`config.mk`:
```
export PLATFORM = sky130hd
export DESIGN_NAME = cic_interpolator_flat
export DESIGN_NICKNAME = d
export VERILOG_FILES = /design/src/rtl/cic_interpolator_if.sv /design/src/rtl/cic_interpolator.sv /design/src/flat_wrapper.sv
export SDC_FILE = /design/constraint.sdc
export NUM_CORES = 1
export LEC_CHECK = 0
export CAP_MARGIN = 20
export CORE_MARGIN = 2
export CORE_UTILIZATION = 50
export DETAILED_ROUTE_END_ITERATION = 7
export PLACE_DENSITY = 0.76
export SKIP_LAST_GASP = 1
export SLEW_MARGIN = 40
export SYNTH_ARGS = -nofsm -noshare
export SYNTH_HDL_FRONTEND = slang
export SYNTH_SLANG_ARGS = --single-unit
```
`constraint.sdc`:
```
create_clock -name clk -period 21.9 [get_ports clk]
set_clock_uncertainty 0.15 [all_clocks]
set_input_delay 4.38 -clock clk [delete_from_list [all_inputs] [get_ports clk]]
set_output_delay 4.38 -clock clk [all_outputs]
set_load 0.01 [all_outputs]
```
`src/rtl/cic_interpolator_if.sv`:
```
// Port bundle for cic_interpolator: run-time configuration, low-rate sample
// strobe/request pair and the high-rate output stream.
interface cic_interpolator_if #(
   parameter int INBITWIDTH  = 16,
   parameter int EXTBITWIDTH = 43
);
   logic        [4:0]             cic_order;
   logic        [4:0]             cic_interp_factor;
   logic signed [INBITWIDTH-1:0]  din;
   logic                          din_flag;
   logic                          din_req;
   logic signed [EXTBITWIDTH-1:0] dout;
   logic                          dout_flag;

   modport master (
      output cic_order, cic_interp_factor, din, din_flag,
      input  din_req, dout, dout_flag
   );

   modport slave (
      input  cic_order, cic_interp_factor, din, din_flag,
      output din_req, dout, dout_flag
   );
endinterface

```
`src/rtl/cic_interpolator.sv`:
```
// Five-stage CIC interpolator with run-time order (3/4/5) and ratio (1..32).
// Define CIC_INTERP_STATUS_EN to add registered underrun/overrun pulse outputs.
module cic_interpolator #(
   parameter int INBITWIDTH  = 16,
   parameter int EXTBITWIDTH = 43
) (
   input  logic              clk,
   input  logic              rst,
   cic_interpolator_if.slave bus
`ifdef CIC_INTERP_STATUS_EN
   ,
   output logic              underrun,
   output logic              overrun
`endif
);
   localparam int NST = 5;
   typedef logic signed [EXTBITWIDTH-1:0] ext_t;

   logic [4:0] icnt;
   logic [4:0] icnt_next;
   logic       inj;
   logic [2:0] ord;
   logic       pending;
   logic [2:0] lat_cnt;
   ext_t       hold_p0;
   ext_t       x_p0;
   ext_t       c [0:NST];
   ext_t       dly [0:NST-1];
   ext_t       comb_sel;
   ext_t       u_p1;
   ext_t       integ [0:NST-1];
   ext_t       int_sel;

   function automatic ext_t sext(input logic signed [INBITWIDTH-1:0] v);
      return ext_t'(v);
   endfunction

   always_comb begin
      case (bus.cic_order)
         5'd4:    ord = 3'd4;
         5'd5:    ord = 3'd5;
         default: ord = 3'd3;
      endcase
   end

   assign inj       = (icnt == 5'd0);
   assign icnt_next = (icnt >= bus.cic_interp_factor) ? 5'd0 : icnt + 5'd1;

   always_ff @(posedge clk or negedge rst) begin
      if (!rst) begin
         icnt        <= '0;
         bus.din_req <= 1'b0;
      end else begin
         icnt        <= icnt_next;
         bus.din_req <= (icnt_next == bus.cic_interp_factor);
      end
   end

   // Stage p0: sample hold; a strobe in the injection cycle bypasses the hold
   always_ff @(posedge clk or negedge rst) begin
      if (!rst) begin
         hold_p0 <= '0;
         pending <= 1'b0;
      end else if (inj) begin
         pending <= 1'b0;
      end else if (bus.din_flag) begin
         hold_p0 <= sext(bus.din);
         pending <= 1'b1;
      end
   end

   always_comb begin
      x_p0 = '0;
      if (inj) begin
         if (bus.din_flag)
            x_p0 = sext(bus.din);
         else if (pending)
            x_p0 = hold_p0;
      end
   end

   always_comb begin
      ext_t acc;
      acc = x_p0;
      for (int k = 0; k < NST; k++) begin
         c[k] = acc;
         acc  = acc - dly[k];
      end
      c[NST] = acc;
      case (ord)
         3'd4:    comb_sel = c[4];
         3'd5:    comb_sel = c[5];
         default: comb_sel = c[3];
      endcase
   end

   always_ff @(posedge clk or negedge rst) begin
      if (!rst) begin
         for (int k = 0; k < NST; k++) dly[k] <= '0;
      end else if (inj) begin
         for (int k = 0; k < NST; k++) dly[k] <= c[k];
      end
   end

   // Stage p1: zero-stuffer feeding the integrator chain
   always_ff @(posedge clk or negedge rst) begin
      if (!rst) u_p1 <= '0;
      else      u_p1 <= inj ? comb_sel : '0;
   end

   // Stage p2: integrators run modulo 2^EXTBITWIDTH; wrap cancels with the combs
   always_ff @(posedge clk or negedge rst) begin
      if (!rst) begin
         for (int k = 0; k < NST; k++) integ[k] <= '0;
         bus.dout <= '0;
      end else begin
         integ[0] <= integ[0] + u_p1;
         for (int k = 1; k < NST; k++) integ[k] <= integ[k] + integ[k-1];
         bus.dout <= int_sel;
      end
   end

   always_comb begin
      case (ord)
         3'd4:    int_sel = integ[3];
         3'd5:    int_sel = integ[4];
         default: int_sel = integ[2];
      endcase
   end

   // Output valid once the first injection has travelled ord+2 cycles
   always_ff @(posedge clk or negedge rst) begin
      if (!rst) begin
         lat_cnt       <= '0;
         bus.dout_flag <= 1'b0;
      end else begin
         if ((inj || lat_cnt != 3'd0) && lat_cnt != 3'd7)
            lat_cnt <= lat_cnt + 3'd1;
         bus.dout_flag <= (lat_cnt > ord);
      end
   end

`ifdef CIC_INTERP_STATUS_EN
   always_ff @(posedge clk or negedge rst) begin
      if (!rst) begin
         underrun <= 1'b0;
         overrun  <= 1'b0;
      end else begin
         underrun <= inj && !pending && !bus.din_flag;
         overrun  <= bus.din_flag && pending;
      end
   end
`endif
endmodule

```
`src/flat_wrapper.sv`:
```
// flat-port wrapper written by rule: the top's interface ports become plain ports
module cic_interpolator_flat 
#(
   parameter int INBITWIDTH  = 16,
   parameter int EXTBITWIDTH = 43
)
  (clk, rst, bus_cic_order, bus_cic_interp_factor, bus_din, bus_din_flag, bus_din_req, bus_dout, bus_dout_flag);
  cic_interpolator_if #(.INBITWIDTH(INBITWIDTH), .EXTBITWIDTH(EXTBITWIDTH)) bus_i ();
  input  logic clk;
  input  logic rst;
  input wire logic [$bits(bus_i.cic_order)-1:0] bus_cic_order;
  input wire logic [$bits(bus_i.cic_interp_factor)-1:0] bus_cic_interp_factor;
  input wire logic [$bits(bus_i.din)-1:0] bus_din;
  input wire logic [$bits(bus_i.din_flag)-1:0] bus_din_flag;
  output wire logic [$bits(bus_i.din_req)-1:0] bus_din_req;
  output wire logic [$bits(bus_i.dout)-1:0] bus_dout;
  output wire logic [$bits(bus_i.dout_flag)-1:0] bus_dout_flag;
  assign bus_i.cic_order = bus_cic_order;
  assign bus_i.cic_interp_factor = bus_cic_interp_factor;
  assign bus_i.din = bus_din;
  assign bus_i.din_flag = bus_din_flag;
  assign bus_din_req = bus_i.din_req;
  assign bus_dout = bus_i.dout;
  assign bus_dout_flag = bus_i.dout_flag;
  cic_interpolator #(.INBITWIDTH(INBITWIDTH), .EXTBITWIDTH(EXTBITWIDTH)) u_core (.clk(clk), .rst(rst), .bus(bus_i));
endmodule
```
# Yosys cells after proc, flatten, opt, wreduce, memory -nomap -nowiden
# Cells that the tools add are included.
# word_totals
word_cells	55
out_inout_bits	45
regBits	543
input_bits	29
# classes
n_addsub	12
n_bitwise	1
n_eq_ne	6
order_cmp	2
mux	10
n_reduce_logical	6
# ops
op	count
$add A43 B43 Y43	5
$sub A43 B43 Y43	5
$mux W43	4
$pmux W43 S2	2
$eq A5 B3 Y1 const B	2
$eq A3 B3 Y1 const B	2
$pmux W3 S2	1
$add A5 B1 Y5 const B	1
$eq A5 B5 Y1	1
$ge A5 B5 Y1	1
$logic_not A5 Y1	1
$mux W5	1
$add A3 B1 Y3 const B	1
$gt A3 B3 Y1	1
$ne A3 B3 Y1 const B	1
$reduce_bool A3 Y1	1
$mux W1	2
$reduce_and A2 Y1	1
$reduce_bool A2 Y1	1
$logic_and A1 B1 Y1	1
$logic_or A1 B1 Y1	1
$not A1 Y1	1

# Longest topological paths before layout
# depth
word_depth	10
depth_mapped	61

# Worst setup path before layout
# Ideal clock, no wire load.
# synth_timing
kind	input to register
startpoint	input bus_din_flag
endpoint	register u_core.u_p1[42]
arrival_time_ps	14934
path_slack_ps	6734
setup_time_ps	83
path_stages	57
t_required_ps	21667
cell_sequence	clkbuf_1 > clkbuf_1 > a22oi_1 > nor2_1 > ha_1 > a21o_1 > a21oi_1 > inv_1 > o211ai_1 > a21oi_1 > a2111oi_1 > nor2b_1 > o21ai_0 > nand2b_1 > fa_1 > ha_1 > clkbuf_1 > a21o_1 > [21 not listed] > a31oi_1 > o41ai_1 > nand2_1 > o21ai_0 > o21bai_1 > a21oi_1 > xnor2_1 > ha_1 > clkbuf_1 > a21o_1 > a21o_1 > a21oi_1 > nor2b_1 > a311o_1 > mux2i_1 > xnor2_1 > or4_1 > o21ai_0
# synth_lines
element	line	text
start, declared	flat_wrapper.sv:14	input wire logic [$bits(bus_i.din_flag)-1:0] bus_din_flag;
end signal, assigned	cic_interpolator.sv:108	else u_p1 <= inj ? comb_sel : '0;
end, declared	cic_interpolator.sv:30	ext_t u_p1;

==> results.cfg <==
[status]
outcome = finished clean

[yosys]
synthCells = 4233
yosysTopAreaCell = dfrtp_1
synth_cell_type_count = 95
yosysMostFrequentCell = dfrtp_1
synth_area_mm2 = 0.0375
synth_edf_count = 0
ys_seq_elements = 516
synth_ff_type = dfrtp_1
ys_seq_area_frac = 0.344
yosysTopAreaCellShare = 0.344
syn_area_per_cell_um2 = 8.86
async_flop_share = 1.00
synth.top_cells.by_area = dfrtp_1 34%, ha_1 14%, xnor2_1 6.1%
yosys_warnings = 0
syn_nets = 4681
synth_commonest_cells = 516 x dfrtp_1, 407 x ha_1, 365 x o21ai_0

[timing]
tns_ns = 0
hold_violations = 0
slew_headroom = 0.413
finalSetupViolations = 0
timing.final.crit_share = 0.769
fmax_ghz = 0.0594
rsz0062_at_grt = no
tightest_slew_ns = 0.878
post-route-min-period_ns = 16.84
slew_violations = 0

[global_routing]
antenna_found_initial = 0
grt-ovfl-total = 0
grt_pass1_vias = 28600
grt_max_degree = 171
grt_util_all_layers = 0.211
grt_pass1_wl_mm = 137

[final_layout]
fillers = 6655
area_growth_pct = 10.0
num-nets-final = 4722
insertedDiodeCount = 0
layout-drive-gt1-share = 0.0414

[critical_path]
worstPathMaxFanout = 20
setup.worst_path.start = bus_din_flag
required_ns = 22.29
cp_common_cell = a21oi_1
crit_path_end_kind = flop
cp_slowest_cell = clkdlybuf4s50_1
startpoint_type = input port
r2r-start = u_core.icnt[0]
crit_family = compound AO/OA/AOI/OAI gates
critPathKind = input port to flop
critPathArrivalTime_ns = 17.23
timing.critical_path.buf_inv = 2
cpPeakStageDelay_ns = 0.78

[clocking]
clock_sinks = 516
htreeDepth = 2
ctsRootBufferMaster = clkbuf_16
cts_setup_buffers = 0
clock_path_buffers = 3
cts_hold_buf = 0
cts_buffers = 58
cts.repair.resized = 0
cts_tree = built
path_clk_slew_ns = 0.06
clkLatencyLatePin_ns = 0.64

[worst_hold_path]
hold_start = u_core.u_p1[0]
hold_class = flop to flop

[flow_run]
cap_violations = 0

[routing]
via_per_inst = 5.62
vias = 29700
drc = 0
drt_first_pass_iters = 6
ant_nets = 0
finalWirelength_mm = 81.5
first_iter_violations = 1699
wire_per_inst_um = 15.4

[floorplan]
rows = 100
design.die.area_mm2 = 0.0772
io_pins = 74
fp.dieH_um = 278
dieWidth_um = 278
coreArea_mm2 = 0.0743
start_util = 0.505

[placed_design]
dp_hpwl_mm = 61.0
portBuffers = 73
routabilityCongestion = 0.930
## path summary, 6_finish.rpt
path,to,cells past startpoint,slack (ns)
worst max-delay path,u_core.u_p1[42],56,5.06
worst max register to register,u_core.u_p1[42],57,8.49
worst min-delay path,u_core.integ[172],1,0.32
max in group asynchronous,u_core.dly[168],4,16.53
worst min register to register,u_core.integ[172],1,0.32
min in group asynchronous,u_core.integ[7],1,3.49
## placed cells by master (no fill, tap or decap), drive strengths merged, types with 48 or more instances in the layout
cell type      Yosys  layout
o21bai            52      52
dfrtp            516     516
nor3              61      61
a211oi            52      52
a21oi            361     361
clkbuf           100      92
nand2b            79      79
nor2b             65      65
xnor2            260     260
nor2             250     250
nand3             48      48
a21o             218     218
inv              344     345
xor2             104     104
mux2i             55      55
o21a              58      58
o21ai            390     390
clkdlybuf4s50      0      71
nand2            355     355
ha               407     407
## metrics by stage
| stage | util | hold WS (ns) | cell area, um2 | cells | setup WS (ns) |
|---|---|---|---|---|---|
| 6_report | 0.555 | 0.322 | 41300 | 5288 | 5.06 |
| 5_1_grt | 0.555 | 0.334 | 41300 | 5288 | 3.84 |
| 4_1_cts | 0.554 | 0.327 | 41200 | 5285 | 5.05 |
| 3_3_place_gp | 0.527 | 0.299 | 39200 | 5179 | 4.50 |
| 3_5_place_dp | 0.528 | 0.313 | 39200 | 5180 | 4.48 |
| 2_1_floorplan | - | 0.293 | 37500 | 4233 | 6.73 |
## routing by layer
metal,GRT usage,share of wire
met1,0.282,0.47
met2,0.354,0.46
met3,0.0221,0.033
met4,0.0765,0.035
met5,0,0
## final cells by class
type,instances,area (um2),share of cell area
clock inverter,13,130,0.00315
clock buffer,92,1810,0.0439
timing repair buffer,92,981,0.0238
sequential,516,12900,0.313
tap,969,1210,0.0294
inverter,344,1290,0.0314
multi-input combinational,3262,22900,0.556
## cell families (layout without fill, tap and decap cells)
logic type,Yosys count,in the layout,share of synthesized area
compound gates,1398,1398,0.236
simple gates,1007,1007,0.126
flops,516,516,0.344
buf+inv,455,541,0.0455
fa+ha+maj,419,419,0.142
xor+xnor,365,365,0.0858
mux,73,73,0.0201
## registers in the layout, summed over array words and instances, names as in the netlist
register and cells:
u_core.dly 188, u_core.pending 1, u_core.bus.din_req 1, u_core.hold_p0 16, u_core.u_p1 43, u_core.lat_cnt 3
u_core.integ 215, u_core.icnt 5, u_core.bus.dout_flag 1, u_core.bus.dout 43
Power is not shown: default switching activity piles up to over one toggle a cycle in this logic, so the estimate is an artifact.
